## config.mk

```make
export PLATFORM = sky130hd
export DESIGN_NAME = conv_window_gen
export DESIGN_NICKNAME = d
export VERILOG_FILES = /design/src/rtl/conv_window_gen.sv
export SDC_FILE = /design/constraint.sdc
export NUM_CORES = 2
export LEC_CHECK = 0
export ABC_CLOCK_PERIOD_IN_PS = 5430
export BUFFER_PORTS_ARGS = -buffer_cell sky130_fd_sc_hd__buf_2
export CORE_AREA = 4 4 383 385
export CTS_CLUSTER_SIZE = 10
export DETAILED_ROUTE_END_ITERATION = 6
export DIE_AREA = 0 0 387 389
export GPL_TIMING_DRIVEN = 0
export PLACE_DENSITY = 0.77
export SKIP_CTS_REPAIR_TIMING = 1
export SLEW_MARGIN = 20
export SYNTH_ARGS = -nofsm -noshare
export SYNTH_HDL_FRONTEND = slang
export SYNTH_SLANG_ARGS = --single-unit
```

## constraint.sdc

```tcl
create_clock -name clk -period 5.43 [get_ports clk]
set_input_delay 0.2715 -clock clk [delete_from_list [all_inputs] [get_ports clk]]
set_output_delay 0.2715 -clock clk [all_outputs]
set_load 0.005 [all_outputs]
```

## src/rtl/conv_window_gen.sv

```systemverilog
// rtl/conv_window_gen.sv - streaming KxK sliding-window generator with K-1 line buffers
// Optional backpressure (out_ready) is compiled in with `define CONV_WINDOW_GEN_BP_EN.
module conv_window_gen #(
  parameter int DATA_W = 32,
  parameter int IMG_W  = 28,
  parameter int IMG_H  = 28,
  parameter int K      = 3,
  parameter int STRIDE = 1
) (
  input  logic                       clk,
  input  logic                       rst,
  input  logic                       in_valid,
  output logic                       in_ready,
  input  logic [DATA_W-1:0]          in_data,
  output logic                       out_valid,
`ifdef CONV_WINDOW_GEN_BP_EN
  input  logic                       out_ready,
`endif
  output logic [DATA_W*K*K-1:0]      out_window,
  output logic [$clog2(IMG_H)-1:0]   out_row,
  output logic [$clog2(IMG_W)-1:0]   out_col,
  output logic                       frame_done
);

  localparam int CW = $clog2(IMG_W);
  localparam int RW = $clog2(IMG_H);
  localparam int PW = $clog2(STRIDE) + 1;
  localparam logic [CW-1:0] COL_LAST = CW'(IMG_W - 1);
  localparam logic [RW-1:0] ROW_LAST = RW'(IMG_H - 1);
  localparam logic [CW-1:0] COL_KM1  = CW'(K - 1);
  localparam logic [RW-1:0] ROW_KM1  = RW'(K - 1);
  localparam logic [PW-1:0] PH_LAST  = PW'(STRIDE - 1);

  logic [CW-1:0] col;
  logic [RW-1:0] row;
  logic [PW-1:0] col_ph, row_ph, cur_col_ph, cur_row_ph;
  logic [CW-1:0] oc_cnt, cur_oc;
  logic [RW-1:0] or_cnt, cur_or;
  logic          accept, complete;

  logic [DATA_W-1:0] lb   [K-1][IMG_W];
  logic [DATA_W-1:0] hist [K][K-1];
  logic [DATA_W-1:0] colv [K];
  logic [DATA_W-1:0] nwin [K][K];
  logic [DATA_W*K*K-1:0] win_flat;

`ifdef CONV_WINDOW_GEN_BP_EN
  assign in_ready = !out_valid || out_ready;
`else
  assign in_ready = 1'b1;
`endif

  assign accept = in_valid && in_ready;

  // Stride phase restarts at the first column/row that can end a window.
  assign cur_col_ph = (col == COL_KM1) ? '0 : col_ph;
  assign cur_oc     = (col == COL_KM1) ? '0 : oc_cnt;
  assign cur_row_ph = (row == ROW_KM1) ? '0 : row_ph;
  assign cur_or     = (row == ROW_KM1) ? '0 : or_cnt;

  assign complete = (col >= COL_KM1) && (row >= ROW_KM1) &&
                    (cur_col_ph == '0) && (cur_row_ph == '0);

  always_ff @(posedge clk) begin
    if (rst) begin
      col    <= '0;
      row    <= '0;
      col_ph <= '0;
      row_ph <= '0;
      oc_cnt <= '0;
      or_cnt <= '0;
    end else if (accept) begin
      if (col == COL_LAST) begin
        col    <= '0;
        col_ph <= '0;
        oc_cnt <= '0;
        row    <= (row == ROW_LAST) ? '0 : row + RW'(1);
        if (row >= ROW_KM1) begin
          if (cur_row_ph == PH_LAST) begin
            row_ph <= '0;
            or_cnt <= cur_or + RW'(1);
          end else begin
            row_ph <= cur_row_ph + PW'(1);
            or_cnt <= cur_or;
          end
        end
      end else begin
        col <= col + CW'(1);
        if (col >= COL_KM1) begin
          if (cur_col_ph == PH_LAST) begin
            col_ph <= '0;
            oc_cnt <= cur_oc + CW'(1);
          end else begin
            col_ph <= cur_col_ph + PW'(1);
            oc_cnt <= cur_oc;
          end
        end
      end
    end
  end

  // Column entering the window: K-1 buffered rows (oldest first) plus the new pixel.
  always_comb begin
    for (int r = 0; r < K - 1; r++) colv[r] = lb[r][col];
    colv[K-1] = in_data;
    for (int r = 0; r < K; r++) begin
      for (int c = 0; c < K - 1; c++) nwin[r][c] = hist[r][c];
      nwin[r][K-1] = colv[r];
    end
    win_flat = '0;
    for (int r = 0; r < K; r++)
      for (int c = 0; c < K; c++)
        win_flat[(r*K+c)*DATA_W +: DATA_W] = nwin[r][c];
  end

  always_ff @(posedge clk) begin
    if (accept) begin
      for (int i = 0; i < K - 2; i++) lb[i][col] <= lb[i+1][col];
      lb[K-2][col] <= in_data;
      for (int r = 0; r < K; r++)
        for (int j = 0; j < K - 1; j++)
          hist[r][j] <= nwin[r][j+1];
    end
  end

  always_ff @(posedge clk) begin
    if (rst) begin
      out_valid  <= 1'b0;
      out_window <= '0;
      out_row    <= '0;
      out_col    <= '0;
      frame_done <= 1'b0;
    end else begin
      frame_done <= accept && (col == COL_LAST) && (row == ROW_LAST);
      if (accept && complete) begin
        out_valid  <= 1'b1;
        out_window <= win_flat;
        out_row    <= cur_or;
        out_col    <= cur_oc;
      end else begin
`ifdef CONV_WINDOW_GEN_BP_EN
        if (out_ready) out_valid <= 1'b0;
`else
        out_valid <= 1'b0;
`endif
      end
    end
  end

endmodule

```

==> out/results.ini <==
[run_status]
status = finished, violations left
violations = DRC

[layout]
layout-drive-gt1-share_pct = 20.9
fillCellCount = 8242
area_growth_pct = 17.9
final_common_cell = edfxtp_1
multi_input_area_sq_um = 18100
nets = 5680
final_area_sq_um = 101000
final_cell_mix = edfxtp_1 (1,984), nand2_1 (580), mux2i_1 (483)
regArea_sq_um = 66000

[yosys]
synth-edff-count = 1984
synth_largest_area_cell = edfxtp_1
ys_async_sr_fraction_pct = 0
synth_compound_area_share_pct = 5.33
synth_ff_type = edfxtp_1
yosys.area_share.adder_pct = 0.117
yosys-top-cells-area = edfxtp_1 (70%), dfxtp_1 (7.5%), mux2i_1 (5.7%)
avgSynthCellArea_sq_um = 17.5
ys_warn_count = 0
syn_nets = 4922
syn_inst = 4879
seq_area_frac_synth_pct = 77.2
synth_cell_types = 62
synth_xor_area_share_pct = 0.0512
synth_mux_area_share_pct = 11.2
yosys.area.top_type_share_pct = 69.7
synth-simple-area-share_pct = 4.15
synth_area_sq_um = 85500
synth_top_family_by_area = multiplexers
synth_seq_cells = 2304

[worst_hold_path]
min_path_type = in -> reg

[placed_design]
port_buffers = 334
dp_hpwl_um = 182000
place_ws_ps = 605
dpl_cell_area_sq_um = 92600
gp_congestion = 0.902

[worst_setup_path]
crit_arrival_ps = 5140
cpPeakStageDelay_ps = 940
slowest_stage = clkbuf_1
end_kind = flop
crit_chain = buf_2 > nand4bb_1 > buf_2 > clkbuf_2 > clkbuf_1 > o22ai_1 > nor4_1 > nand3_2
path_delay_family = buffers and inverters
worstSetupStartpointType = flop
timing.critical_path.mode_cell = buf_2
cp_max_fo = 29
critPathKind = reg -> reg
required_ps = 5780
cp_num_buf_inv = 4

[drt]
wl_um = 279000
wl_per_cell_um = 36.2
drtIter0Drc = 9141
avgViaCountPerCell = 6.92
drc = 38
drt_pre_antenna_iters = 6
vias = 53450
ant_nets = 0

[cts]
clockBufferDepth = 4
htreeDepth = 5
root_buffer = clkbuf_16
cts_tree = built
clk_latency_ps = 940
cts_sinks = 2304
cts_buffers = 280
clkTransAtPathRegs_ps = 70

[sta]
slew_headroom_pct = 13.4
final.setup_skew_ps = 58.2
fin_crit_sh_pct = 88.1
hold_viol_final = 0
rsz0062_at_grt = false
slew_viol_final = 0
finalSetupViolations = 0
clock.fmax_ghz = 0.209
finalCriticalPeriod_ps = 4780
finalSetupTns_ps = 0
tightest_slew_ps = 1300
setup_slack_ps = 646

[grt]
grt_pass1_wl_um = 387000
grt.total_usage_pct = 36.7
grt_overflow = 0
grt_start_max_net_pins = 100
antenna_found_initial = 27
grt_pass1_vias = 52188

[pwr]
peakVddDrop_uv = 327
cellPowerDensity_nw_per_um2 = 383
power_mw = 38.6
p_leak_nw = 33.0

[die]
start_util_pct = 59.7
io_pins = 336
dieArea_sq_um = 151000
die_x_um = 387
core_sq_um = 143000
fp.dieH_um = 389
rows = 139

[flow_run]
cap_viol_max_count = 0

==> metal layers <==
layer | up-vias | routed length, um | global-route usage, % | part of all wire, %
met5 | - | 58 | 0.670 | 0.021
li1 | 20667 | - | - | -
met4 | 10 | 22600 | 23.9 | 8.1
met2 | 5283 | 122000 | 53.8 | 44
met3 | 1245 | 46400 | 15.6 | 17
met1 | 26245 | 88400 | 45.0 | 32
==> cell families (layout without fill, tap and decap cells) <==
group,count (synthesis),in the layout
flip-flops,2304,2304
AND/OR/NAND/NOR,837,837
AO/OA/AOI/OAI,731,731
multiplexers,701,701
buffers and inverters,292,1205
adder cells (fa/ha/maj),8,8
XOR/XNOR,5,5
other,1,27
==> metrics by stage <==
stage / instances / util [%] / hold slack (ps)
after floorplan: 4879 / - / 370
after global placement: 7116 / 62.5 / 430
after detailed placement: 7234 / 64.7 / 434
after CTS: 7671 / 70.1 / -140
after global routing: 7698 / 70.4 / 15.9
final: 7721 / 70.4 / 31.8
==> synth_stat cells, types with 3 or more instances <==
cell       instances
a221oi_1           5
nor3_1             5
a311oi_2           3
o221a_1            6
nor4_1            11
edfxtp_1        1984
clkbuf_1         107
or4_1             11
ha_1               8
o22ai_1          178
o22a_1             5
o21ai_0           48
a21oi_1          272
xnor2_1            3
o21a_1             9
a22oi_1           76
buf_4             56
mux2i_1          483
nand4bb_1          6
inv_1              6
a211o_1           18
and3_1            16
a22o_1            19
nand2b_1           5
buf_6             33
nor2b_1           10
mux4_2           203
and2_1             5
a311oi_1           5
buf_2             87
nand4b_1           3
nand3_1           52
nand2_1          594
o211ai_1          15
a41oi_1            9
a211oi_1          22
mux2_2            15
or3_1              4
a31oi_1           37
nand4_1            3
or2_2              3
nand3b_1           3
nor2_1            93
dfxtp_1          320
==> flip-flops by register name, indices dropped and copies added (netlist names), 5 cells and up <==
signal	cells
col	5
hist	192
lb	1792
oc_cnt	5
or_cnt	5
out_col	5
out_row	5
out_window	288
row	5
==> worst paths after layout <==
kind | from | end | slack, ps | depth (start not counted)
max | col[0] | lb[0][685] | 650 | 8
min | in_data[1] | lb[0][1441] | 30 | 1
max reg2reg | col[0] | lb[0][685] | 650 | 8
min reg2reg | hist[1][3] | hist[1][35] | 450 | 0
==> worst register-to-register path: stages (launching register included) <==
cell       delay, ps
dfxtp_1          360
buf_2            200
nand4bb_1        160
buf_2            310
clkbuf_2         600
clkbuf_1         940
o22ai_1          300
nor4_1           530
nand3_2          810
==> final cells by class <==
cell class | instances | share of cell area [%]
diodes | 26 | 0.0646
plain buffers | 285 | 1.64
multi-input cells | 2283 | 18.0
clock inverters | 2 | 0.0174
inverters | 7 | 0.0261
flip-flops and latches | 2304 | 65.5
well taps | 1903 | 2.36
repair buffers | 476 | 4.70
clock buffers | 435 | 7.72
==> report_power, final <==
group	internal, mW	leakage (nW)	switching [mW]
logic	0.648	8.67	1.68
registers	19.7	20.6	0.129
clock network	9.72	3.74	6.71
No activity file was read; power rests on OpenSTA's default activity.
